$ cat src/rtl/control_pkg.sv
// Shared definitions for the multi-cycle control sequencer.
//   - opcode values OP_ADD .. OP_NOP
//   - sequencer state enum
//   - ALU B-operand select encodings
//   - ctrl_t: the fixed-width part of the decoded control word. The
//     parameter-sized fields (ALU op, register indices, memory address)
//     travel alongside it because their widths belong to the instance.
package control_pkg;

  localparam int OP_ADD     = 0;
  localparam int OP_HALT    = 1;
  localparam int OP_SUB     = 2;
  localparam int OP_WRREG   = 3;
  localparam int OP_SEARCH  = 4;
  localparam int OP_BEQ     = 5;
  localparam int OP_WRMEM   = 6;
  localparam int OP_SETMEM  = 7;
  localparam int OP_RXOR    = 8;
  localparam int OP_SRL     = 9;
  localparam int OP_BSEARCH = 10;
  localparam int OP_NOP     = 15;

  typedef enum logic [2:0] {
    ST_IDLE,
    ST_FETCH,
    ST_DECODE,
    ST_EXEC,
    ST_MEM_WAIT,
    ST_WB,
    ST_HALT
  } state_t;

  typedef enum logic [1:0] {
    SRC_B_REG  = 2'd0,
    SRC_B_IMM  = 2'd1,
    SRC_B_ZERO = 2'd2
  } alu_src_b_t;

  typedef struct packed {
    alu_src_b_t alu_src_b;
    logic       reg_write;
    logic       mem_read;
    logic       mem_write;
    logic       mem_to_reg;
    logic       immediate;
    logic       wrflag;
  } ctrl_t;

  // An instruction needs the MEM_WAIT phase when it touches memory.
  function automatic logic needs_mem(ctrl_t c);
    return c.mem_read | c.mem_write;
  endfunction

endpackage

$ cat src/rtl/control_decode.sv
// Purely combinational opcode decoder for the multi-cycle sequencer.
// Ports:
//   opcode, wr_reg        in   captured instruction fields
//   ctrl                  out  flag part of the decoded control word
//   alu_op                out  ALU operation (opcode, NOP gives 0)
//   write_reg, srca       out  destination / A-source register
//   mem_addr              out  fixed memory source address (WRREG only)
//   halt, illegal         out  opcode is HALT / opcode is not defined
module control_decode
  import control_pkg::*;
#(
  parameter int OPCODE_W   = 4,
  parameter int REG_W      = 3,
  parameter int MEM_ADDR_W = 9,
  parameter int WR_ADDR1   = 18,
  parameter int WR_ADDR2   = 19,
  parameter int WR_ADDR3   = 96
) (
  input  logic [OPCODE_W-1:0]   opcode,
  input  logic [REG_W-1:0]      wr_reg,
  output ctrl_t                 ctrl,
  output logic [OPCODE_W-1:0]   alu_op,
  output logic [REG_W-1:0]      write_reg,
  output logic [REG_W-1:0]      srca,
  output logic [MEM_ADDR_W-1:0] mem_addr,
  output logic                  halt,
  output logic                  illegal
);

  always_comb begin
    // NOTE: every output gets a default before the case, so no path through
    // the block leaves a value unassigned and no latch is inferred.
    ctrl      = '0;
    alu_op    = opcode;
    write_reg = '0;
    srca      = '0;
    mem_addr  = '0;
    halt      = 1'b0;
    illegal   = 1'b0;

    // Any opcode that names a destination register also writes it.
    case (int'(opcode))
      OP_ADD, OP_SUB: ctrl.reg_write = 1'b1;
      OP_HALT:        halt = 1'b1;
      OP_WRREG: begin
        ctrl.mem_read   = 1'b1;
        ctrl.mem_to_reg = 1'b1;
        ctrl.alu_src_b  = SRC_B_ZERO;
        ctrl.reg_write  = 1'b1;
        // Only selectors 1..3 name a source; anything else leaves the
        // address, flag and destination at zero.
        case (int'(wr_reg))
          1: mem_addr = MEM_ADDR_W'(WR_ADDR1);
          2: mem_addr = MEM_ADDR_W'(WR_ADDR2);
          3: mem_addr = MEM_ADDR_W'(WR_ADDR3);
          default: mem_addr = '0;
        endcase
        if (int'(wr_reg) >= 1 && int'(wr_reg) <= 3) begin
          ctrl.wrflag = 1'b1;
          write_reg   = wr_reg;
        end
      end
      OP_SEARCH: begin
        ctrl.mem_read  = 1'b1;
        ctrl.reg_write = 1'b1;
        write_reg      = REG_W'(3);
        srca           = REG_W'(1);
      end
      OP_BEQ: begin
        ctrl.immediate = 1'b1;
        ctrl.alu_src_b = SRC_B_ZERO;
        ctrl.reg_write = 1'b1;
        write_reg      = REG_W'(6);
        srca           = REG_W'(6);
      end
      OP_WRMEM: begin
        ctrl.mem_write = 1'b1;
        ctrl.immediate = 1'b1;
        srca           = REG_W'(7);
      end
      OP_SETMEM: begin
        ctrl.immediate = 1'b1;
        ctrl.reg_write = 1'b1;
        write_reg      = REG_W'(6);
      end
      OP_RXOR: begin
        ctrl.mem_read   = 1'b1;
        ctrl.mem_to_reg = 1'b1;
        ctrl.reg_write  = 1'b1;
        write_reg       = REG_W'(7);
        srca            = REG_W'(7);
      end
      OP_SRL: begin
        ctrl.reg_write = 1'b1;
        write_reg      = REG_W'(7);
        srca           = REG_W'(6);
      end
      OP_BSEARCH: begin
        ctrl.immediate = 1'b1;
        ctrl.reg_write = 1'b1;
        write_reg      = REG_W'(6);
        srca           = REG_W'(6);
      end
      OP_NOP: alu_op = '0;
      default: begin
        alu_op  = '0;
        illegal = 1'b1;
      end
    endcase
  end

endmodule

$ cat src/rtl/multicycle_control.sv
// Multi-cycle control sequencer: fetches an instruction over a valid/ready
// handshake, decodes it, executes, waits on memory and writes back.
// Ports:
//   clk, rst_n               clock, asynchronous active-low reset
//   start                    leaves IDLE
//   instr_valid/instr_ready  instruction handshake (ready = in FETCH)
//   opcode, wr_reg           instruction fields, captured on handshake
//   mem_ready                memory access complete
//   alu_op, alu_src_b, reg_write, mem_read, mem_write, mem_to_reg,
//   immediate, wrflag, write_reg, srca, mem_to_read_from
//                            registered datapath controls
//   pc_en                    one-cycle PC advance in WB
//   halted, illegal, timeout sticky status
module multicycle_control
  import control_pkg::*;
#(
  parameter int OPCODE_W    = 4,
  parameter int REG_W       = 3,
  parameter int MEM_ADDR_W  = 9,
  parameter int WR_ADDR1    = 18,
  parameter int WR_ADDR2    = 19,
  parameter int WR_ADDR3    = 96,
  parameter int MEM_TIMEOUT = 15
) (
  input  logic                  clk,
  input  logic                  rst_n,
  input  logic                  start,
  input  logic                  instr_valid,
  output logic                  instr_ready,
  input  logic [OPCODE_W-1:0]   opcode,
  input  logic [REG_W-1:0]      wr_reg,
  input  logic                  mem_ready,
  output logic [OPCODE_W-1:0]   alu_op,
  output logic [1:0]            alu_src_b,
  output logic                  reg_write,
  output logic                  mem_read,
  output logic                  mem_write,
  output logic                  mem_to_reg,
  output logic                  immediate,
  output logic                  wrflag,
  output logic [REG_W-1:0]      write_reg,
  output logic [REG_W-1:0]      srca,
  output logic [MEM_ADDR_W-1:0] mem_to_read_from,
  output logic                  pc_en,
  output logic                  halted,
  output logic                  illegal,
  output logic                  timeout
);

  localparam int CNT_W = $clog2(MEM_TIMEOUT + 1);
  localparam logic [CNT_W-1:0] TIMEOUT_CNT = CNT_W'(MEM_TIMEOUT);

  state_t                state, state_nxt;
  logic [OPCODE_W-1:0]   opcode_q;
  logic [REG_W-1:0]      wr_reg_q;

  // Decoder outputs for the captured instruction.
  ctrl_t                 dec_ctrl;
  logic [OPCODE_W-1:0]   dec_alu_op;
  logic [REG_W-1:0]      dec_write_reg, dec_srca;
  logic [MEM_ADDR_W-1:0] dec_addr;
  logic                  dec_halt, dec_illegal;

  // Decoded word registered in DECODE, held for the rest of the instruction.
  ctrl_t                 ctrl_q;
  logic [OPCODE_W-1:0]   alu_op_q;
  logic [REG_W-1:0]      write_reg_q, srca_q;
  logic [MEM_ADDR_W-1:0] addr_q;

  // Number of MEM_WAIT cycles already spent without mem_ready.
  logic [CNT_W-1:0]      wait_cnt, wait_cnt_nxt, wait_cnt_inc;
  logic                  set_timeout, set_illegal;

  // Word feeding the output registers: on the DECODE->EXEC edge the
  // registered copy is not loaded yet, so take the decoder directly.
  ctrl_t                 src_ctrl;
  logic [OPCODE_W-1:0]   src_alu_op;
  logic [REG_W-1:0]      src_write_reg, src_srca;
  logic [MEM_ADDR_W-1:0] src_addr;
  logic                  held, mem_phase;

  control_decode #(
    .OPCODE_W  (OPCODE_W),
    .REG_W     (REG_W),
    .MEM_ADDR_W(MEM_ADDR_W),
    .WR_ADDR1  (WR_ADDR1),
    .WR_ADDR2  (WR_ADDR2),
    .WR_ADDR3  (WR_ADDR3)
  ) u_decode (
    .opcode   (opcode_q),
    .wr_reg   (wr_reg_q),
    .ctrl     (dec_ctrl),
    .alu_op   (dec_alu_op),
    .write_reg(dec_write_reg),
    .srca     (dec_srca),
    .mem_addr (dec_addr),
    .halt     (dec_halt),
    .illegal  (dec_illegal)
  );

  // Saturating increment: the counter can never wrap back to zero.
  assign wait_cnt_inc = (wait_cnt == '1) ? wait_cnt : wait_cnt + CNT_W'(1);

  always_comb begin
    state_nxt    = state;
    wait_cnt_nxt = wait_cnt;
    set_timeout  = 1'b0;
    set_illegal  = 1'b0;
    case (state)
      ST_IDLE:  if (start) state_nxt = ST_FETCH;
      ST_FETCH: if (instr_valid) state_nxt = ST_DECODE;
      ST_DECODE: begin
        if (dec_illegal) begin
          state_nxt   = ST_HALT;
          set_illegal = 1'b1;
        end else if (dec_halt) begin
          state_nxt = ST_HALT;
        end else begin
          state_nxt = ST_EXEC;
        end
      end
      ST_EXEC: begin
        if (needs_mem(ctrl_q)) begin
          state_nxt    = ST_MEM_WAIT;
          wait_cnt_nxt = '0;
        end else begin
          state_nxt = ST_WB;
        end
      end
      ST_MEM_WAIT: begin
        // mem_ready on the last allowed cycle still counts as success.
        if (mem_ready) begin
          state_nxt = ST_WB;
        end else if (wait_cnt_inc >= TIMEOUT_CNT) begin
          state_nxt   = ST_HALT;
          set_timeout = 1'b1;
        end else begin
          wait_cnt_nxt = wait_cnt_inc;
        end
      end
      ST_WB:   state_nxt = ST_FETCH;
      ST_HALT: state_nxt = ST_HALT;
      default: state_nxt = ST_IDLE;
    endcase
  end

  always_comb begin
    if (state == ST_DECODE) begin
      src_ctrl      = dec_ctrl;
      src_alu_op    = dec_alu_op;
      src_write_reg = dec_write_reg;
      src_srca      = dec_srca;
      src_addr      = dec_addr;
    end else begin
      src_ctrl      = ctrl_q;
      src_alu_op    = alu_op_q;
      src_write_reg = write_reg_q;
      src_srca      = srca_q;
      src_addr      = addr_q;
    end
    held      = state_nxt inside {ST_EXEC, ST_MEM_WAIT, ST_WB};
    mem_phase = state_nxt inside {ST_EXEC, ST_MEM_WAIT};
  end

  // Outputs are registered from the state being entered, so each one is
  // a clean decode of the current state and never depends on inputs.
  always_ff @(posedge clk or negedge rst_n) begin
    if (!rst_n) begin
      state            <= ST_IDLE;
      opcode_q         <= '0;
      wr_reg_q         <= '0;
      ctrl_q           <= '0;
      alu_op_q         <= '0;
      write_reg_q      <= '0;
      srca_q           <= '0;
      addr_q           <= '0;
      wait_cnt         <= '0;
      instr_ready      <= 1'b0;
      alu_op           <= '0;
      alu_src_b        <= '0;
      reg_write        <= 1'b0;
      mem_read         <= 1'b0;
      mem_write        <= 1'b0;
      mem_to_reg       <= 1'b0;
      immediate        <= 1'b0;
      wrflag           <= 1'b0;
      write_reg        <= '0;
      srca             <= '0;
      mem_to_read_from <= '0;
      pc_en            <= 1'b0;
      halted           <= 1'b0;
      illegal          <= 1'b0;
      timeout          <= 1'b0;
    end else begin
      // NOTE: non-blocking assignments everywhere here, so every register
      // samples the pre-edge values regardless of statement order.
      state    <= state_nxt;
      wait_cnt <= wait_cnt_nxt;

      if (state == ST_FETCH && instr_valid) begin
        opcode_q <= opcode;
        wr_reg_q <= wr_reg;
      end

      if (state == ST_DECODE) begin
        ctrl_q      <= dec_ctrl;
        alu_op_q    <= dec_alu_op;
        write_reg_q <= dec_write_reg;
        srca_q      <= dec_srca;
        addr_q      <= dec_addr;
      end

      instr_ready      <= (state_nxt == ST_FETCH);
      pc_en            <= (state_nxt == ST_WB);
      halted           <= (state_nxt == ST_HALT);
      illegal          <= illegal | set_illegal;
      timeout          <= timeout | set_timeout;

      reg_write        <= (state_nxt == ST_WB) & src_ctrl.reg_write;
      mem_read         <= mem_phase & src_ctrl.mem_read;
      mem_write        <= mem_phase & src_ctrl.mem_write;

      alu_op           <= held ? src_alu_op : '0;
      alu_src_b        <= held ? src_ctrl.alu_src_b : SRC_B_REG;
      mem_to_reg       <= held & src_ctrl.mem_to_reg;
      immediate        <= held & src_ctrl.immediate;
      wrflag           <= held & src_ctrl.wrflag;
      write_reg        <= held ? src_write_reg : '0;
      srca             <= held ? src_srca : '0;
      mem_to_read_from <= held ? src_addr : '0;
    end
  end

endmodule

$ cat config.mk
export PLATFORM = sky130hd
export DESIGN_NAME = multicycle_control
export DESIGN_NICKNAME = d
export VERILOG_FILES = /design/src/rtl/control_pkg.sv /design/src/rtl/control_decode.sv /design/src/rtl/multicycle_control.sv
export SDC_FILE = /design/constraint.sdc
export NUM_CORES = 1
export LEC_CHECK = 0
export CAP_MARGIN = 20
export CORE_MARGIN = 2
export CORE_UTILIZATION = 45
export DETAILED_ROUTE_END_ITERATION = 6
export GPL_ROUTABILITY_DRIVEN = 0
export PLACE_DENSITY = 0.7
export SLEW_MARGIN = 0
export SYNTH_ARGS = -nofsm -noshare
export SYNTH_HDL_FRONTEND = slang
export SYNTH_SLANG_ARGS = --single-unit
$ cat constraint.sdc
create_clock -name clk -period 1.9 [get_ports clk]
set_clock_uncertainty 0.05 [all_clocks]
set_input_delay 0.38 -clock clk [delete_from_list [all_inputs] [get_ports clk]]
set_output_delay 0.38 -clock clk [all_outputs]
set_load 0.03 [all_outputs]
==> metrics.md, run 1 <==
| Metric | Value |
|---|---|
| Outcome | complete, but fails checks |
| Failing checks | setup timing |
| Share of cells above drive strength 1 | 21.45% |
| Initial antenna violation count | 0 |
| IO buf count | 43 |
| TritonCTS clock tree | yes |
| Metal-1 WL | 2.836 mm |
| Dominant cells by area after synthesis | dfrtp_1 (59%), nand2_1 (4.7%), nor2b_1 (3.8%), o21ai_0 (2.4%), a21oi_1 (2.2%) |
| CP max stage delay | approximately 0.43 ns |
| Async S/R FF share, synth | 100.0% |
| Cell Pwr Density | around 1500 mW/mm^2 |
| Core area | 0.006756 mm^2 |
| Number of I/O pins | 44 |
| Startpoint types | flop |
| Layout Nets | 354 |
| Largest regs | addr_q x9, mem_to_read_from x9, ctrl_q x8 |
| Clk slew on worst S/H paths | roughly 0.07 ns |
| CP Class | flop to flop |
| FP Rows | 30 |
| Total number of vias | around 2200 |
| Global route overflow | 0 |
| Final Cycle Share | 101.1% |
| Unique masters post-synth | 47 |
| Routed wl met3 | 177 um |
| Clk_lat worst skew | about 0.34 ns |
| RSZ-0062 raised after global routing | true |
| Root Buffer | clkbuf_8 |
| Syn Area/Cell | 11.35 um^2 |
| Min Tclk post-route | approximately 1.9 ns |
| CP Cell Sequence | ha_4, nand2_4, o32ai_4, o32ai_4, and3_4, mux2_2 |
| Leakage Power | 0.001880 uW |
| MaxCap Viol Count | 0 |
| Fin Setup TNS | -0.02130 ns |
| Yosys warning count | 0 |
| Drt drc | 0 |
| H-tree Lvls | 3 |
| Met2 WL | around 2.8 mm |
| Post-synth top area cell | dfrtp_1 |
| Vias/cell | 5.101 |
| Setup WS pre-CTS | -0.1413 ns |
| Post-Route WL | 5.876 mm |
| Final setup margin | -0.02130 ns |
| Area delta synth->final | 29.62% |
| Die Y-Extent | ~87 um |
| Sequential fraction of the synthesis area | around three fifths |
| Crit path top cell by count | o32ai_4 |
| Crit-path slowest cell | dfrtp_2 |
| Top cell type's share of synthesized area | 58.52% |
| Post-DP Area | 0.003774 mm^2 |
| Worst setup EP type | flop |
| Commonest cells after routing, fill and taps aside | dfrtp_1 (72), clkdlybuf4s50_1 (42), nand2_1 (38), buf_4 (24), nor2b_1 (19) |
| DIE WIDTH | 87.29 um |
| ANT cells | 0 |
| Routed len/inst | 13.83 um |
| First DRT Iteration DRCs | 106 |
| Final hold vios | 0 |
| Least-Margin Pin Slew | between 0.3 and 0.4 ns |
| Highest metal layer with signal wires | met4 |
| CP arrival | 2.10 ns |
| CP Max Fanout | 3 |
| DIE AREA | 0.007620 mm^2 |
| Commonest non-fill, non-tap cell in the layout | dfrtp_1 |
| Detailed Place HPWL | 3.948 mm |
| Top delay family on crit path | compound AO/OA/AOI/OAI gates |
| Hold slack | 0.4126 ns |
| Post-synthesis instance total | 275 |
| Rel. slew slack | 74.82% |
| Total track usage | 17.25% |
| Final setup fails | 1 |
| Detailed Routing Iterations Pass 1 | 4 |
| Worst EP required | 2.07 ns |
| Vias in the first global route | between 2000 and 2500 |
| Post-route ant nets | 0 |
| Fin. max-slew vios | 0 |
| Largest net degree at the start of global routing | 74 |
| Synth Net Count | 288 |
| Fmax | 520.5 MHz |
| Buf/Inv on CP | 0 |
| CTS Buffer Depth | 2 |
| Design Area, Final | just over 0.004 mm^2 |
| Worst VDD drop | 0.0009702 V |
| CTS Buf Count | 9 |
| Initial core utilization | 46.20% |
| Hold/Removal Path Class | flop to flop |
| Syn Std Cell Area | 0.003122 mm^2 |
| First-pass GRT wire length | 10.18 mm |
| Number of synthesized register bits | 73 |
| Post-synth top flop | dfrtp_1 |
| Number of synthesized flops with an enable pin | 0 |
| Sinks on Clock Net | 73 |
[what timing repair did]
item	4_1_cts	5_1_grt
hold buffers	1	0
pin swaps	4	5
setup endpoints to repair	15	30
endpoints found under the hold margin	11	0
gates cloned	0	0
buffers inserted	0	3
gates resized for setup	3	7
[where the power goes]
part	total (uW)	internal (uW)	switching, uW
combinational	2730	1200	1530
sequential	2250	1980	273
clock	1180	632	546
total	6150	3810	2350
[cells in the mapped netlist (4+ instances only)]
cell and instances:
nand2b_1 6, buf_2 7, nor2_1 17, a21o_1 6, dfrtp_1 73, buf_6 5, xnor2_1 5, nand2_1 39
clkbuf_1 4, nand3_1 5, mux2_2 5, a21oi_1 14, nor2b_1 19, o21ai_0 15, inv_1 11
[cell families after synthesis]
kind of cell / count (synthesis) / synth area share [%]
buf+inv: 27 / 4.729
flops: 73 / 58.52
compound gates: 61 / 16.11
fa+ha+maj: 1 / 0.4007
mux: 5 / 1.803
xor+xnor: 5 / 1.403
simple gates: 103 / 17.03
[tightest hold or removal path, delay by kind of cell (launching register included)]
kind	cells	cell delay, ns
DFF	1	0.33
and+or+nand+nor	1	0.06
buffers and inverters	1	0.05
[path summary, 6_finish.rpt]
| path | start | endpoint | slack (ns) | depth (start not counted) |
|---|---|---|---|---|
| max | wait_cnt[0] | wait_cnt[0] | -0.02 | 6 |
| min | addr_q[7] | addr_q[7] | 0.41 | 2 |
| max reg2reg | wait_cnt[0] | wait_cnt[0] | -0.02 | 6 |
| min reg2reg | addr_q[7] | addr_q[7] | 0.41 | 2 |
| max in group asynchronous | rst_n | wait_cnt[0] | 0.95 | 3 |
| min in group asynchronous | rst_n | mem_to_read_from[1] | 0.53 | 3 |
[routing by layer]
metal  global-route usage [%]  vias to the layer above
li1                         -                     1070
met1                    22.79                     1044
met2                    27.00                       44
met3                    3.886                       10
met4                    8.112                        0
met5                        0                        -
[metrics by stage]
step,instances,total power (uW),util (%)
after CTS,422,6196,59.06
after global routing,425,6578,59.89
final,425,6154,59.89
after detailed placement,406,4982,55.85
after global placement,406,4919,55.85
after floorplan,275,4078,-
[layout make-up]
class                           instances  area [um^2]
Clock buffer                           10        137.6
Clock inverter                          5        56.30
Fill cell                             571         2710
Inverter                               11        41.29
Multi-Input combinational cell        175         1210
Sequential cell                        73         1828
Tap cell                               80        100.1
Timing Repair Buffer                   71        673.1
Note: power is estimated with default switching activity, not from simulation.
==> inputs of run 2 (changes only) <==
--- a/config.mk
+++ b/config.mk
@@ -8,9 +8,10 @@
 export CAP_MARGIN = 20
 export CORE_MARGIN = 2
 export CORE_UTILIZATION = 45
+export CTS_BUF_LIST = sky130_fd_sc_hd__clkbuf_4 sky130_fd_sc_hd__clkbuf_8
 export DETAILED_ROUTE_END_ITERATION = 6
+export DONT_BUFFER_PORTS = 1
 export GPL_ROUTABILITY_DRIVEN = 0
-export PLACE_DENSITY = 0.7
 export SLEW_MARGIN = 0
 export SYNTH_ARGS = -nofsm -noshare
 export SYNTH_HDL_FRONTEND = slang
==> run 2 against run 1 <==
  * The flow finishes with violations (hold timing, setup timing)
  * Cell count shrank 11%
  * Clock power down 12%
  * Flip-flop and latch count did not move
  * Worst hold slack lost 0.73 ns
  * First-iteration DRC count is 15% lower
  * Wire length decreased by 3.6%
  * Global-route usage decreased by 0.92 points
  * Worst setup slack better by 0.011 ns
==> metrics.md, run 2 (synthesis gave the netlist of run 1 again) <==
| Metric | Value |
|---|---|
| Routed len/inst | 15.03 um (+8.7%) |
| Worst setup EP type | flop |
| FP Rows | 30 (unchanged) |
| Outcome | complete, but fails checks |
| Vias/cell | 5.332 (+4.5%) |
| Hold/Removal Path Class | input pin to asynchronous set/reset pin |
| Core Util, Final | 52.89% (-7.0 points) |
| CP Max Fanout | 6 (+3) |
| Failing checks | hold timing, setup timing |
| Post-route ant nets | 0 (unchanged) |
| Post-Route WL | 5.667 mm (-3.6%) |
| Final setup margin | -0.01034 ns (+0.01096 ns) |
| Core area | 0.006756 mm^2 (unchanged) |
| Root Buffer | clkbuf_8 |
| Worst VDD drop | 0.0007357 V (-24%) |
| Commonest cells after routing, fill and taps aside | dfrtp_1 (72), nand2_1 (38), nor2b_1 (19), buf_4 (19), nor2_1 (17) |
| CTS Buf Count | 9 (unchanged) |
| DIE AREA | 0.007620 mm^2 (unchanged) |
| Hold slack | -0.3213 ns (-0.7339 ns) |
| Least-Margin Pin Slew | 0.3482 ns (-0.02948 ns) |
| Commonest non-fill, non-tap cell in the layout | dfrtp_1 |
| Global route overflow | 0 (unchanged) |
| First DRT Iteration DRCs | 90 (-15%) |
| Switching share of power | 40.08% (+1.9 points) |
| Worst EP required | 2.08 ns (about the same) |
| Final hold vios | 73 (+73) |
| Clock share of power | 18.2% (-0.9 points) |
| R2r setup slk | -0.01 ns (about the same) |
| Fin Setup TNS | -0.01034 ns (+0.01096 ns) |
| Die Y-Extent | 87.29 um (unchanged) |
| CTS Buffer Depth | 2 (unchanged) |
| Share of cells above drive strength 1 | 22.90% (+1.4 points) |
| Fin. max-slew vios | 0 (unchanged) |
| Worst r2r path cells | 6 (unchanged) |
| RSZ-0062 raised after global routing | true |
| Total track usage | 16.33% (-0.92 points) |
| Layout Nets | 305 (-14%) |
| IO buf count | 0 (-100%) |
| Area delta synth->final | 14.47% |
| Number of I/O pins | 44 (unchanged) |
| Sequential Power Share | 45.0% (+8.5 points) |
| DIE WIDTH | 87.29 um (unchanged) |
| TritonCTS clock tree | yes |
| Final Cycle Share | 100.5% (-0.58 points) |
| Psw | 2301 uW (-2.0%) |
| H-tree Lvls | 3 (unchanged) |
| Detailed Place HPWL | 3.704 mm (-6.2%) |
| Detailed Routing Iterations Pass 1 | 4 (unchanged) |
| Final setup fails | 1 (unchanged) |
| Leakage Power | 0.001719 uW (-8.6%) |
| Fmax | 523.5 MHz (+0.57%) |
| Cell Pwr Density | 1607 mW/mm^2 (+5.7%) |
| Total number of vias | 2010 (-7.3%) |
| Vias in the first global route | 1979 (-10%) |
| MaxCap Viol Count | 0 (unchanged) |
| Clk slew on worst S/H paths | 0.07 ns (about the same) |
| First-pass GRT wire length | 9.584 mm (-5.8%) |
| Clk_lat worst skew | 0.34 ns (about the same) |
| CP Class | flop to flop |
| Worst r2r src | wait_cnt[0] |
| P_int | 3441 uW (-9.6%) |
| R2R Path End | wait_cnt[0] |
| Largest net degree at the start of global routing | 74 (unchanged) |
| Comb pwr share | 36.8% (-7.5 points) |
| Initial antenna violation count | 1 (+1) |
| CP arrival | 2.09 ns (about the same) |
| Largest regs | addr_q x9, mem_to_read_from x9, ctrl_q x8 |
| Initial core utilization | 46.20% (unchanged) |
| Startpoint types | flop |
| Sinks on Clock Net | 73 (unchanged) |
| Min Tclk post-route | 1.910 ns (-0.01096 ns) |
| ANT cells | 0 (unchanged) |
| Drt drc | 0 (unchanged) |
| Rel. slew slack | 76.54% (+1.7 points) |
## run 2: worst max-delay path by stage
stage             endpoint        start
2_1_floorplan  wait_cnt[0]  wait_cnt[0]
3_3_place_gp   wait_cnt[0]  wait_cnt[0]
3_5_place_dp   wait_cnt[0]  wait_cnt[0]
4_1_cts        wait_cnt[0]  wait_cnt[0]
5_1_grt        wait_cnt[0]  wait_cnt[0]
6_report       wait_cnt[0]  wait_cnt[0]
## run 2: layout make-up
cell class | instances | area [um^2]
fillers | 596 | 3183
flip-flops and latches | 73 | 1828
multi-input cells | 175 | 1230
repair buffers | 22 | 202.7
clock buffers | 10 | 137.6
well taps | 80 | 100.1
inverters | 11 | 41.29
clock inverters | 6 | 33.78
## run 2: power groups by stage
| stage | clock network (uW) | logic [uW] | registers, uW |
|---|---|---|---|
| 2_1_floorplan | 0 | 1590 | 2490 |
| 3_3_place_gp | 0 | 2050 | 2610 |
| 3_5_place_dp | 0 | 2070 | 2610 |
| 4_1_cts | 1090 | 2090 | 2580 |
| 5_1_grt | 1170 | 2340 | 2650 |
| 6_report | 1040 | 2110 | 2580 |
## run 2: worst max-delay path, stage by stage (launching register included)
cell and delay, ns:
dfrtp_2 0.43, ha_4 0.28, nand2_4 0.05, o32ai_4 0.36
o32ai_4 0.18, and3_4 0.21, mux2_2 0.25
## run 2: metal layers
metal	vias to the layer above	share of wire, %	wire, um	global-route usage, %
li1	977	-	-	-
met1	965	46	2618	22.88
met2	52	46	2616	23.28
met3	16	5.6	320	5.403
met4	0	2.0	112	6.573
met5	-	0	0	0
## run 2: through the flow
step / instances / area [um^2] / power, uW / setup WS (ns)
2_1_floorplan: 275 / 3147 / 4078 / 0.0005387
3_3_place_gp: 358 / 3327 / 4652 / 0.007259
3_5_place_dp: 358 / 3327 / 4683 / -0.01355
4_1_cts: 375 / 3513 / 5762 / 0.01104
5_1_grt: 377 / 3573 / 6156 / -0.05829
6_report: 377 / 3573 / 5742 / -0.01034
## run 2: repair_timing
action | 4_1_cts | 5_1_grt
buffers inserted | 1 | 2
endpoints found under the hold margin | 73 | 73
resized for setup | 2 | 6
endpoints found under the setup margin | 2 | 20
pin swaps | 3 | 2
==> inputs of run 3 (changes only) <==
--- a/config.mk
+++ b/config.mk
@@ -5,7 +5,7 @@
 export SDC_FILE = /design/constraint.sdc
 export NUM_CORES = 1
 export LEC_CHECK = 0
-export CAP_MARGIN = 20
+export CAP_MARGIN = 10
 export CORE_MARGIN = 2
 export CORE_UTILIZATION = 45
 export CTS_BUF_LIST = sky130_fd_sc_hd__clkbuf_4 sky130_fd_sc_hd__clkbuf_8
==> constraint.sdc (replaced) <==
create_clock -name clk -period 1.9 [get_ports clk]
set_clock_uncertainty 0.05 [all_clocks]
set_input_delay 0.285 -clock clk [delete_from_list [all_inputs] [get_ports clk]]
set_output_delay 0.285 -clock clk [all_outputs]
set_load 0.03 [all_outputs]
==> results of run 3 <==
Same layout as run 2 (identical final DEF). Status: complete, but fails checks: hold timing, setup timing.
Among the figures that moved: hold slack -0.3213 ns -> -0.4163 ns
